--- config.mk ---
export PLATFORM = sky130hd
export DESIGN_NAME = spi_mult_master
export DESIGN_NICKNAME = d
export VERILOG_FILES = /design/src/rtl/spim_pkg.sv /design/src/rtl/spim_clkgen.sv /design/src/rtl/spi_mult_master.sv
export SDC_FILE = /design/constraint.sdc
export NUM_CORES = 1
export LEC_CHECK = 0
export CAP_MARGIN = 20
export CORE_UTILIZATION = 51
export CTS_BUF_LIST = sky130_fd_sc_hd__clkbuf_8
export DETAILED_ROUTE_END_ITERATION = 8
export PLACE_DENSITY = 0.79
export SLEW_MARGIN = 0
export SYNTH_ARGS = -nofsm -noshare
export SYNTH_HDL_FRONTEND = slang
export SYNTH_SLANG_ARGS = --single-unit
--- constraint.sdc ---
create_clock -name clk -period 2.5 [get_ports clk]
set_input_delay 0.25 -clock clk [delete_from_list [all_inputs] [get_ports clk]]
set_output_delay 0.25 -clock clk [all_outputs]
set_load 0.02 [all_outputs]
--- src/rtl/spim_pkg.sv ---
`default_nettype none
// ---------------------------------------------------------------
// spim_pkg : shared state encoding and word sizes for spi_mult_master
// Rev 1.0
// ---------------------------------------------------------------
package spim_pkg;
  localparam int SPIM_WORD_BITS   = 8;
  localparam int SPIM_NIBBLE_BITS = 4;

  typedef enum logic [2:0] {
    IDLE  = 3'd0,
    SETUP = 3'd1,
    TX    = 3'd2,
    GAP   = 3'd3,
    RX    = 3'd4,
    HOLD  = 3'd5
  } spim_state_e;
endpackage
`default_nettype wire

--- src/rtl/spim_clkgen.sv ---
`default_nettype none
// ---------------------------------------------------------------
// spim_clkgen : half-period counter; ticks every CLKDIV cycles, flips SCLK phase
// Rev 1.0
// ---------------------------------------------------------------
module spim_clkgen #(
  parameter int CLKDIV = 8
) (
  input  logic clk,
  input  logic reset,
  input  logic en,
  output logic tick,
  output logic phase
);
  localparam int CW = $clog2(CLKDIV);

  logic [CW-1:0] cnt;

  assign tick = en && (cnt == CW'(CLKDIV - 1));

  always_ff @(posedge clk) begin
    if (reset || !en) begin
      cnt   <= '0;
      phase <= 1'b0;
    end else if (tick) begin
      cnt   <= '0;
      phase <= ~phase;
    end else begin
      cnt <= cnt + 1'b1;
    end
  end
endmodule
`default_nettype wire

--- src/rtl/spi_mult_master.sv ---
`default_nettype none
// ---------------------------------------------------------------
// spi_mult_master : SPI initiator for one 4x4 multiply transaction.
// Optional SPIM_RESULT_CHECK_EN adds the err output. Rev 1.0
// ---------------------------------------------------------------
module spi_mult_master #(
  parameter int CLKDIV      = 8,
  parameter int WAIT_CYCLES = 32
) (
  input  logic       clk,
  input  logic       reset,
  input  logic       start,
  input  logic [3:0] a,
  input  logic [3:0] b,
  output logic       busy,
  output logic       done,
  output logic [7:0] product,
  output logic       SCLK,
  output logic       MOSI,
  output logic       CS,
  input  logic       MISO
`ifdef SPIM_RESULT_CHECK_EN
  ,
  output logic       err
`endif
);
  import spim_pkg::*;

  localparam int MAXC  = (CLKDIV > WAIT_CYCLES) ? CLKDIV : WAIT_CYCLES;
  localparam int CNT_W = $clog2(MAXC + 1);

  spim_state_e               state, state_next;
  logic [CNT_W-1:0]          cnt;
  logic [2:0]                bit_cnt;
  logic [SPIM_WORD_BITS-1:0] tx_sr, rx_sr;
  logic                      sclk_en, tick, phase, rise, fall, last_bit;

  assign sclk_en  = (state == TX) || (state == RX);
  assign rise     = tick && !phase;
  assign fall     = tick && phase;
  assign last_bit = (bit_cnt == 3'd7);
  assign SCLK     = phase;

  spim_clkgen #(.CLKDIV(CLKDIV)) u_clkgen (
    .clk   (clk),
    .reset (reset),
    .en    (sclk_en),
    .tick  (tick),
    .phase (phase)
  );

  always_ff @(posedge clk) begin
    if (reset) state <= IDLE;
    else       state <= state_next;
  end

  always_comb begin
    state_next = state;
    case (state)
      IDLE:  if (start) state_next = SETUP;
      SETUP: if (cnt == CNT_W'(CLKDIV - 1)) state_next = TX;
      TX:    if (fall && last_bit) state_next = (WAIT_CYCLES == 0) ? RX : GAP;
      GAP:   if (cnt == CNT_W'(WAIT_CYCLES - 1)) state_next = RX;
      RX:    if (fall && last_bit) state_next = HOLD;
      HOLD:  if (cnt == CNT_W'(CLKDIV - 1)) state_next = IDLE;
      default: state_next = IDLE;
    endcase
  end

  always_comb begin
    CS   = (state == IDLE);
    busy = (state != IDLE);
  end

`ifdef SPIM_RESULT_CHECK_EN
  logic [SPIM_WORD_BITS-1:0] op_word;
  logic [SPIM_WORD_BITS-1:0] expected;
  assign expected = SPIM_WORD_BITS'(op_word[SPIM_NIBBLE_BITS-1:0]) *
                    SPIM_WORD_BITS'(op_word[SPIM_WORD_BITS-1:SPIM_NIBBLE_BITS]);

  always_ff @(posedge clk) begin
    if (reset) begin
      op_word <= '0;
      err     <= 1'b0;
    end else begin
      if (state == IDLE && start) op_word <= {b, a};
      if (state == HOLD && state_next == IDLE) err <= (rx_sr != expected);
    end
  end
`endif

  always_ff @(posedge clk) begin
    if (reset) begin
      cnt     <= '0;
      bit_cnt <= 3'd0;
      tx_sr   <= '0;
      rx_sr   <= '0;
      product <= '0;
      MOSI    <= 1'b0;
      done    <= 1'b0;
    end else begin
      done <= 1'b0;
      // cnt times SETUP, GAP and HOLD; it restarts on every state change
      if (state_next != state || sclk_en || state == IDLE) cnt <= '0;
      else                                                 cnt <= cnt + 1'b1;

      case (state)
        IDLE: begin
          MOSI <= 1'b0;
          if (start) begin
            tx_sr   <= {b, a};
            bit_cnt <= 3'd0;
          end
        end
        SETUP: if (state_next == TX) MOSI <= tx_sr[SPIM_WORD_BITS-1];
        TX: if (fall) begin
          if (last_bit) begin
            MOSI    <= 1'b0;
            bit_cnt <= 3'd0;
          end else begin
            MOSI    <= tx_sr[SPIM_WORD_BITS-2];
            tx_sr   <= tx_sr << 1;
            bit_cnt <= bit_cnt + 3'd1;
          end
        end
        RX: begin
          if (rise) rx_sr[3'd7 - bit_cnt] <= MISO;
          if (fall) bit_cnt <= last_bit ? 3'd0 : bit_cnt + 3'd1;
        end
        HOLD: if (state_next == IDLE) begin
          product <= rx_sr;
          done    <= 1'b1;
        end
        default: ;
      endcase
    end
  end
endmodule
`default_nettype wire

==> qor.txt <==
CTS buffer count = 5
final period utilization = 83.31%
top-count cell post-synth = dfxtp_1
post-placement setup slack = 0.5520 ns
Max Clk Rate = 480.2 MHz
Area Overhead vs Synth = 21.21%
Worst Path Required = 2.25 ns
Total Die Area = 4033 um^2
Mapped Nets = 229
Post-CTS Setup Bufs = 0
detailed-route via count = 1548
clk buf depth = 2
sequential area share after synthesis = 43.58%
Port Buf Inserts = 24
WP buf/inv = 2
# fillers = 293
final WL = 3575 um
initial antenna violation count = 0
Final ANT Viol Nets = 0
Hold-fix buffers, CTS = 0
Starting Density = 55.63%
RSZ-0062 raised after global routing = no
antenna fix cells = 0
Routability Congestion = 0.8075
clk_lat worst skew = 0.30 ns
H-tree Lvls = 2
Top FF cell, synth = dfxtp_1
CP Capture Type = primary output
Synth Register Bits = 42
min Tclk post-route = 2.083 ns
relative slew slack = 57.07%
first-pass GRT wire length = 6168 um
DRC viols = 0
post-synth cell types = 41
final setup skew = 0.01241 ns
Worst Max-Slew Pin Slew = 0.6354 ns
CP max stage delay = 0.66 ns
Post-Syn Instances = 212
All-Layer GR Usage = 19.45%
status = complete, no violations
worst hold path class = flip-flop to flip-flop
Post-CTS Resized = 0
vias in the first global route = 1410
share of layout cells above drive strength 1 = 10.21%
Syn. warnings = 0
CP max stage cell = dfxtp_1
delay-heaviest family, CP = buffers and inverters
row cnt = 21
max-slew violations = 0
# placed instances = 273
non-filler cells in the finished layout = 281
per-cell routed wire length = 12.72 um
Die Wd = 63.51 um
leakage power = 0.9087 nW
Hold Vio Cnt, Final = 0
core area = 3468 um^2
largest net degree at the start of global routing = 19
# IOs = 25
Syn Area/Cell = 9.101 um^2
# setup viols final = 0
CTS sink cnt = 42
Crit path arrival time = 1.83 ns
asr flop ratio synth = 0%
worst path cell trace = inv_2 > nand2_1 > clkdlybuf4s50_1
worst-path maximum fanout = 17
Fin Setup TNS = 0 ns
total iterations of the first detailed-routing run = 4
chip height = 63.51 um
# nets final = 251
post-synth top area cell = dfxtp_1
synth top area cells = dfxtp_1, mux2i_1, nor2_1
fin worst setup slack = 0.4174 ns
IR drop worst, VDD = 0.0003585 V
max_cap viols = 0
crit start category = flip-flop
Commonest cells post-synth = dfxtp_1, nor2_1, mux2i_1
DR iter-0 viols = 105
vias per cell = 5.509
top cell type's share of synthesized area = 43.58%
Cell Pwr Density = 607.7 nW/um^2
Mapped Area = 1929 um^2
CP Class = flip-flop to primary output
number of flops mapped to enable cells by yosys = 0
CTS tree = built
post-DP HPWL = 2459 um
total gr overflow = 0
CTS clk-pin slew, worst paths = 0.08 ns
clock root cell = clkbuf_8
[area by class of cell]
type	count	area [um^2]	area share [%]
repair buffers	29	277.8	11.88
clock inverters	3	68.82	2.943
well taps	46	57.56	2.461
flip-flops and latches	42	840.8	35.96
multi-input cells	152	1010	43.18
clock buffers	5	68.82	2.943
inverters	4	15.01	0.6421
[sequential cells by signal, indices dropped and copies added, names as in the netlist]
register	cells
bit_cnt	3
MOSI	1
u_clkgen.cnt	3
u_clkgen.phase	1
product	8
rx_sr	8
tx_sr	8
done	1
cnt	6
state	3
[cells by family (layout without fill, tap and decap cells)]
kind of cell | after synthesis | count (layout) | synth area share [%]
AND/OR/NAND/NOR | 91 | 91 | 24.19
flip-flops | 42 | 42 | 43.58
AO/OA/AOI/OAI | 33 | 33 | 13.30
multiplexers | 18 | 18 | 9.338
buffers and inverters | 18 | 41 | 4.085
adder cells (fa/ha/maj) | 5 | 5 | 3.243
XOR/XNOR | 5 | 5 | 2.270
[metrics by stage]
step	area (um^2)	power, W	hold WS, ns	utilization (%)
finish	2338	0.001421	0.4413	67.42
global route	2338	0.001463	0.4668	67.42
CTS	2338	0.001431	0.4529	67.42
detailed placement	2201	0.0007954	0.4391	63.46
global placement	2201	0.0007938	0.4190	63.46
floorplan	1929	0.0007597	0.4043	-
[metal layers]
layer  GRT usage, %  wire length (um)
met4          6.818                48
met3          5.616               155
met2          31.52              1670
met5              0                 0
met1          24.38              1699
[path summary, 6_finish.rpt]
path | from | endpoint | slack (ns) | cells past startpoint
setup / recovery | state[1] | busy | 0.42 | 3
hold / removal | u_clkgen.cnt[0] | u_clkgen.cnt[0] | 0.44 | 1
setup reg to reg | state[0] | product[5] | 0.50 | 4
hold reg to reg | u_clkgen.cnt[0] | u_clkgen.cnt[0] | 0.44 | 1
[where the power goes]
| group | internal, W | total [W] | switching [W] |
|---|---|---|---|
| clock network | 0.000400 | 0.000641 | 0.000241 |
| registers | 0.000681 | 0.000692 | 0.0000110 |
| logic | 0.0000437 | 0.0000879 | 0.0000442 |
[worst register-to-register path, stage by stage, from the launching register on]
cell     delay (ns)
dfxtp_1        0.64
nor3b_1        0.41
nand3_1        0.49
mux2i_1        0.29
nor2_1         0.06
[cell usage in the layout, fill, tap and decap left out, types with 3 or more instances in the layout]
cell type / instances
dfxtp_1: 42
nor2_1: 36
clkdlybuf4s50_1: 24
mux2i_1: 18
nand2_1: 17
a21oi_1: 10
nand3_1: 10
a211oi_2: 7
nor2b_1: 5
ha_1: 5
clkbuf_8: 5
buf_4: 5
nor4bb_1: 4
o21ai_0: 4
and2_1: 4
inv_1: 3
nand4_1: 3
xnor2_1: 3
a22o_1: 3
Note: power is estimated with default switching activity, not from simulation.
